==> config.mk <==
export PLATFORM = sky130hd
export DESIGN_NAME = rst_generator
export DESIGN_NICKNAME = d
export VERILOG_FILES = /design/src/rtl/rst_generator_pkg.sv /design/src/rtl/rst_generator_sync_debounce.sv /design/src/rtl/rst_generator.sv
export SDC_FILE = /design/constraint.sdc
export NUM_CORES = 1
export LEC_CHECK = 0
export CAP_MARGIN = 20
export CORE_UTILIZATION = 41
export DETAILED_ROUTE_END_ITERATION = 10
export GPL_TIMING_DRIVEN = 1
export PLACE_DENSITY_LB_ADDON = 0.08
export SKIP_LAST_GASP = 1
export SLEW_MARGIN = 20
export SYNTH_ARGS = -nofsm -noshare
export SYNTH_HDL_FRONTEND = slang
export SYNTH_SLANG_ARGS = --single-unit
==> constraint.sdc <==
create_clock -name clk_i -period 5.5 [get_ports clk_i]
set_clock_uncertainty 0.15 [all_clocks]
set_input_delay 0.825 -clock clk_i [delete_from_list [all_inputs] [get_ports clk_i]]
set_output_delay 0.825 -clock clk_i [all_outputs]
set_load 0.05 [all_outputs]
==> src/rtl/rst_generator_pkg.sv <==
// Shared constants and encodings for the reset sequencer.
package rst_generator_pkg;

  localparam int unsigned DEF_DEBOUNCE_CYCLES = 16;
  localparam int unsigned DEF_STRETCH_CYCLES  = 32;
  localparam int unsigned DEF_CORE_DELAY      = 4;
  localparam int unsigned DEF_CNT_W           = 8;

  typedef enum logic [1:0] {
    ST_HOLD      = 2'b00,
    ST_CORE_WAIT = 2'b01,
    ST_RUN       = 2'b10
  } state_e;

  typedef enum logic [1:0] {
    CAUSE_POR = 2'b00,
    CAUSE_EXT = 2'b01,
    CAUSE_SW  = 2'b10
  } cause_e;

endpackage

==> src/rtl/rst_generator_sync_debounce.sv <==
// Push-button path: 2-flop synchronizer followed by a saturating debounce counter.
// act_c is high while the synced input has been high DEBOUNCE_CYCLES consecutive cycles.
module rst_generator_sync_debounce #(
  parameter int unsigned DEBOUNCE_CYCLES = 16
) (
  input  logic clk_i,
  input  logic rst_i,
  input  logic async_i,
  output logic act_c
);

  localparam int unsigned DB_W = (DEBOUNCE_CYCLES > 1) ? $clog2(DEBOUNCE_CYCLES) : 1;
  localparam logic [DB_W-1:0] DB_LAST = DB_W'(DEBOUNCE_CYCLES - 1);

  logic            sync1_q;
  logic            sync2_q;
  logic [DB_W-1:0] db_cnt_q;

  always_ff @(posedge clk_i) begin
    if (rst_i) begin
      sync1_q  <= 1'b0;
      sync2_q  <= 1'b0;
      db_cnt_q <= '0;
    end else begin
      sync1_q <= async_i;
      sync2_q <= sync1_q;
      // any synced low restarts the qualification window
      if (!sync2_q) begin
        db_cnt_q <= '0;
      end else if (db_cnt_q != DB_LAST) begin
        db_cnt_q <= db_cnt_q + DB_W'(1);
      end
    end
  end

  assign act_c = sync2_q && (db_cnt_q == DB_LAST);

endmodule

==> src/rtl/rst_generator.sv <==
// Reset sequencer: merges POR, debounced button and software requests; releases the
// bus reset after a stretch and the core reset CORE_DELAY bus cycles later.
module rst_generator
  import rst_generator_pkg::*;
#(
  parameter int unsigned DEBOUNCE_CYCLES = DEF_DEBOUNCE_CYCLES,
  parameter int unsigned STRETCH_CYCLES  = DEF_STRETCH_CYCLES,
  parameter int unsigned CORE_DELAY      = DEF_CORE_DELAY,
  parameter int unsigned CNT_W           = DEF_CNT_W
) (
  input  logic       clk_i,
  input  logic       rst_i,
  input  logic       ext_rst_i,
  input  logic       sw_rst_i,
  output logic       rst_bus_o,
  output logic       rst_core_o,
  output logic [1:0] rst_cause_o,
  output logic       rst_done_o
);

  localparam logic [CNT_W-1:0] STRETCH_LAST = CNT_W'(STRETCH_CYCLES - 1);
  localparam logic [CNT_W-1:0] CORE_LAST    = CNT_W'(CORE_DELAY - 1);

  state_e           state_q;
  logic [CNT_W-1:0] cnt_q;
  logic             ext_act_c;

  rst_generator_sync_debounce #(
    .DEBOUNCE_CYCLES(DEBOUNCE_CYCLES)
  ) u_sync_debounce (
    .clk_i  (clk_i),
    .rst_i  (rst_i),
    .async_i(ext_rst_i),
    .act_c  (ext_act_c)
  );

  // rst_i has its own branch, so inside the else only EXT and SW can be active
  always_ff @(posedge clk_i) begin
    if (rst_i) begin
      state_q     <= ST_HOLD;
      cnt_q       <= '0;
      rst_bus_o   <= 1'b1;
      rst_core_o  <= 1'b1;
      rst_cause_o <= CAUSE_POR;
      rst_done_o  <= 1'b0;
    end else begin
      rst_done_o <= 1'b0;
      if (ext_act_c || sw_rst_i) begin
        state_q     <= ST_HOLD;
        cnt_q       <= '0;
        rst_bus_o   <= 1'b1;
        rst_core_o  <= 1'b1;
        rst_cause_o <= ext_act_c ? CAUSE_EXT : CAUSE_SW;
      end else begin
        case (state_q)
          ST_HOLD: begin
            if (cnt_q == STRETCH_LAST) begin
              state_q   <= ST_CORE_WAIT;
              cnt_q     <= '0;
              rst_bus_o <= 1'b0;
            end else begin
              cnt_q <= cnt_q + CNT_W'(1);
            end
          end
          ST_CORE_WAIT: begin
            if (cnt_q == CORE_LAST) begin
              state_q    <= ST_RUN;
              cnt_q      <= '0;
              rst_core_o <= 1'b0;
              rst_done_o <= 1'b1;
            end else begin
              cnt_q <= cnt_q + CNT_W'(1);
            end
          end
          ST_RUN: begin
            cnt_q <= '0;
          end
          default: begin
            state_q    <= ST_HOLD;
            cnt_q      <= '0;
            rst_bus_o  <= 1'b1;
            rst_core_o <= 1'b1;
          end
        endcase
      end
    end
  end

endmodule

==> impl_results.md <==
* Final Slew Violations at 0
* # IOs at 9
* Post-route setup TNS at 0 ps
* Tmin final at about 2400 ps
* Final setup viols at 0
* EDFF count, synth at 0
* Worst-skew pair later-pin latency at 300 ps
* # nets final at 116
* Largest net degree at the start of global routing at 13
* Die H at 48.3 um
* Root buffer cell: clkbuf_4
* Most frequent cells in the layout: dfxtp_1 (21), nor2_1 (16), clkdlybuf4s50_1 (8)
* Cells after Synth at 93
* Initial Util at 44.3%
* Number of remaining DRC errors at 0
* CP max stage delay at 800 ps
* Unrepaired setup endpoints after global routing: false
* Nature of the critical path startpoint: flip-flop
* H-tree levels at 1
* Share of post-route cells with drive strength above 1 at between 6 and 7%
* Ys Warns at 0
* Final GP Congestion at 0.675
* First-pass GRT wire length at around 2200 um
* Critical path required time at 4530 ps
* Data arrival, critical path at 1450 ps
* Clk buf depth at 2
* Iter 0 DRT Violations at 7
* Synthesized cell area at 878 um^2
* Core box area at 1980 um^2
* Initial antenna violation count at 0
* Die width at 48.3 um
* Main synth FF type: dfxtp_1
* CP max-delay cell: clkdlybuf4s50_1
* Final hold violation count at 0
* N_diodes at 0
* Reg2reg setup slack at 3310 ps
* Worst-path fanout max at 2
* DPL Wire Length at 1020 um
* Unique cell type count in the Yosys netlist at 30
* Vias per cell at 4.92
* PortBufs at 8
* Slew headroom at 51.9%
* Detailed Routing Iterations Pass 1 at 3
* Commonest non-fill, non-tap cell in the layout: dfxtp_1
* Worst Max-Slew Pin Slew at 717 ps
* Avg Cell Area, Syn at 9.44 um^2
* Worst Setup Path Type: flip-flop to output port
* Area leader, netlist: dfxtp_1
* Post-CTS setup buffer count at 0
* CTS Buf Count at 3
* Area share of the largest cell type after synthesis at 47.9%
* HP Class: flip-flop to flip-flop
* Net Count, Synth at 103
* Post-Route WL at 1360 um
* Fin util at 51.5%
* Via count at roughly 650
* Maxcap violations at 0
* Post-synth ARST share at 0%
* Area Overhead vs Synth at 16.1%
* Critical path's top delay family: buffers and inverters
* GRT Util Overall at 13.6%
* CTS tree: yes
* Placed cell count at between 100 and 150
* Grt total ovfl at 0
* FF+latch count, synth at 21
* Total leakage power at 0.396 nW
* Sequential area share after synthesis at between 40% and 50%
* CTS resizes at 0
* Max Clk Rate at 413 MHz
* Layout Cells excl Fill at 132
* Final Cycle Share at between 40 and 50%
* WL/cell at 10.3 um
* Die area at 2330 um^2
* Crit. End Element: output port
* Clock transition at path regs at 120 ps
* CTS Sinks at 21
* Status: finished, final reports clean
* DRT antenna net count at 0
* Number of global-route vias before repair at 543
* Top cells by area, synth: dfxtp_1 (48%), ha_1 (8.5%), nor2_1 (6.8%)
* Core Rows at 16
* Worst vdd ir at 0.206 mV
* Hold-fix buffers, CTS at 0
* Worst Path Buf+Inv at 1
* CP Cell Sequence: clkdlybuf4s50_1
* Power per cell area at 235 nW/um^2
layout make-up:
class	count	area [um^2]
sequential	21	420
inverter	4	15.0
clock buffer	3	22.5
timing repair buffer	8	80.1
tap	27	33.8
clock inverter	1	5.00
multi-input combinational	68	443
fill	180	962
per-layer routing:
layer	GRT usage, %	vias to the layer above	routed length (um)
met5	0	-	0
met4	4.44	0	12
met3	6.67	2	35
met2	20.0	6	583
met1	17.3	291	726
li1	-	350	-
power by group:
group	internal [mW]	switching (mW)
clock network	0.0271	0.0466
logic	0.00487	0.00586
registers	0.154	0.00116
total	0.186	0.0537
Yosys cell counts (all sizes together), types with 2 or more instances:
master / n
xor2: 2
ha: 6
xnor2: 4
dfxtp: 21
inv: 4
nand3: 3
nand2: 6
nor2b: 2
o21ai: 2
a31oi: 2
nor3: 7
or3: 2
and4: 2
nor2: 16
mux2i: 2
through the flow:
| step | area [um^2] | hold slack (ps) | power, mW | setup slack, ps |
|---|---|---|---|---|
| 6_report | 1020 | 310 | 0.240 | 3080 |
| 5_1_grt | 1020 | 335 | 0.250 | 2850 |
| 4_1_cts | 1020 | 312 | 0.242 | 3060 |
| 3_5_place_dp | 992 | 282 | 0.170 | 2780 |
| 3_3_place_gp | 992 | 284 | 0.169 | 2840 |
| 2_1_floorplan | 878 | 264 | 0.165 | 3550 |
sequential cells by signal, indices dropped and copies added (netlist names):
register	cells
cnt_q	8
rst_bus_o	1
rst_cause_o	2
rst_core_o	1
rst_done_o	1
state_q	2
u_sync_debounce.db_cnt_q	4
u_sync_debounce.sync1_q	1
u_sync_debounce.sync2_q	1
cells by family (layout without fill, tap and decap cells):
| family | after synthesis | after routing | share of synthesized area (%) |
|---|---|---|---|
| fa+ha+maj | 6 | 6 | 8.55 |
| simple gates | 43 | 43 | 25.1 |
| xor+xnor | 6 | 6 | 5.98 |
| buf+inv | 4 | 16 | 1.71 |
| flops | 21 | 21 | 47.9 |
| compound gates | 11 | 11 | 8.55 |
| mux | 2 | 2 | 2.28 |
path summary, 6_finish.rpt:
path / startpoint / to / cells after the start
worst max-delay path: rst_core_o / rst_core_o / 1
worst min-delay path: u_sync_debounce.sync1_q / u_sync_debounce.sync2_q / 1
worst max register to register: u_sync_debounce.db_cnt_q[0] / cnt_q[7] / 5
worst min register to register: u_sync_debounce.sync1_q / u_sync_debounce.sync2_q / 1
No activity file was read; power rests on OpenSTA's default activity.
==> variant, RTL diff (config.mk and constraints unchanged) <==
Encoding of `state_e`: now one-hot (3 bits for 3 states).
--- a/src/rtl/rst_generator_pkg.sv
+++ b/src/rtl/rst_generator_pkg.sv
@@ -8,6 +8,6 @@
 
-  typedef enum logic [1:0] {
-    ST_HOLD      = 2'b00,
-    ST_CORE_WAIT = 2'b01,
-    ST_RUN       = 2'b10
+  typedef enum logic [2:0] {
+    ST_HOLD      = 3'b001,
+    ST_CORE_WAIT = 3'b010,
+    ST_RUN       = 3'b100
   } state_e;
Check against the original RTL: same outputs for any inputs over 10 cycles, from zero or initial values and one cycle with rst_i high; not proved beyond that.
==> variant against the original RTL <==
  * Worst setup slack got worse by 0.027 ns
  * Sequential cell count grew 1
  * Routed wire length up 5.5%
  * Cell area increased by 4.5%
  * Sequential power increased by 5%
  * Clock power grew 68%
  * Total power increased by 24%
  * Hold slack improved by 0.0032 ns
  * Core utilization grew 1.3 points
  * Area after synthesis increased by 3.6%
  * Maximum frequency shrank 1.1%
==> variant: results (changes against the original RTL) <==
Worst slew pin tran: 0.517 ns (-0.200 ns)
Clock Latency Late Sink: 0.30 ns (about the same)
Avg WL per Cell: 10.5 um (+1.7%)
Post-DP HPWL: 1070 um (+5.1%)
Cts bufs inserted: 3 (unchanged)
Yosys Warn Count: 0 (unchanged)
Initial antenna violation count: 0 (unchanged)
Met1 Usage GRT: 20.7% (+3.4 points)
Leakage power: 0.388 nW (-1.8%)
Crit Path Max Fanout: 3 (+1)
DR vias/cell: 5.16 (+5.0%)
Post-CTS Resized: 0 (unchanged)
PortBufs: 8 (unchanged)
P_sw: 58.2 uW (+8.5%)
IR drop worst, VDD: 0.152 mV (-26%)
GR Util met3: 2.80% (-3.9 points)
Synth area leaders: dfxtp_1 48%, nor2_1 6.6%, nor3_1 3.9%
Number of global-route vias before repair: 650 (+20%)
# diodes: 0 (unchanged)
Share of layout cells above drive strength 1: 5.45% (-1.2 points)
Top flop regs: cnt_q (8), u_sync_debounce.db_cnt_q (4), state_q (3)
Routability congestion estimate: 0.747 (+11%)
Top post-synthesis cells by count: 22 x dfxtp_1, 16 x nor2_1, 7 x nor3_1
Worst path top cell family by delay: buffers and inverters
# nets final: 117 (+0.86%)
Detailed Routing Iterations Pass 1: 3 (unchanged)
Met2 usage: 21.7% (+1.7 points)
First-pass GRT wire length: 2750 um (+27%)
Overall Global Routing Usage: 14.6% (+1.0 points)
Root buffer cell: clkbuf_4
Seq/Total Area, Yosys: 48.4% (+0.55 points)
Synth Net Count: 106 (+2.9%)
Fillcell total: 201 (+12%)
Critical Path AT: 1.48 ns (+0.03 ns)
Max incr delay on CP: 0.80 ns (about the same)
Clk buf depth: 2 (unchanged)
Post-CTS setup buffers: 0 (unchanged)
Status: finished clean
Largest net degree at the start of global routing: 14 (+1)
Synth unique cells: 33 (+10%)
Logic pwr share: 3.7% (-0.8 points)
Drt initial violations: 3 (-4)
Synth async-reset ratio: 0% (unchanged)
## variant: worst paths after layout
| kind | to | from | slack [ns] | cells after the start |
|---|---|---|---|---|
| worst max register to register | cnt_q[5]$_SDFF_PP0_ | cnt_q[0]$_SDFF_PP0_ | 3.53 | 5 |
| worst min register to register | u_sync_debounce.sync2_q$_SDFF_PP0_ | u_sync_debounce.sync1_q$_SDFF_PP0_ | 0.31 | 1 |
| worst max-delay path | rst_core_o | rst_core_o$_SDFFE_PP1P_ | 3.05 | 1 |
| worst min-delay path | u_sync_debounce.sync2_q$_SDFF_PP0_ | u_sync_debounce.sync1_q$_SDFF_PP0_ | 0.31 | 1 |
## variant: power by group through the flow
stage	Clock [mW]	Combinational, mW	Sequential [mW]
6_report	0.124	0.0111	0.163
5_1_grt	0.133	0.0126	0.163
4_1_cts	0.127	0.0113	0.163
3_5_place_dp	0	0.0111	0.166
3_3_place_gp	0	0.0110	0.166
2_1_floorplan	0	0.00447	0.168
## variant: cell families (layout without fill, tap and decap cells)
family | count (synthesis) | in the layout | synth area share, %
adders and majority gates | 2 | 2 | 2.75
AOI/OAI and AO/OA | 15 | 15 | 10.9
DFF | 22 | 22 | 48.4
buffers and inverters | 4 | 14 | 1.92
and+or+nand+nor | 50 | 50 | 29.2
muxes | 1 | 1 | 1.10
xor gates and xnor gates | 6 | 6 | 5.78
## variant: layout make-up
class,count,area share [%]
clock buffers,3,2.11
well taps,27,3.17
multi-input cells,74,42.4
repair buffers,8,7.51
flip-flops and latches,22,41.3
inverters,2,0.704
clock inverters,1,2.82
## variant: routing by layer
layer / vias up / part of all wire [%]
met1: 326 / 56
li1: 372 / -
met4: 0 / 1.0
met5: - / 0
met3: 2 / 2.5
met2: 7 / 41
## variant: metrics by stage
step                std cells  total power, mW  util (%)  cell area (um^2)  setup WS [ns]
detailed placement        133            0.178      50.1              1010           3.00
CTS                       137            0.302      52.7              1070           3.04
floorplan                 100            0.172         -               910           3.69
global route              137            0.308      52.7              1070           2.98
finish                    137            0.298      52.7              1070           3.05
global placement          133            0.177      50.1              1010           2.99
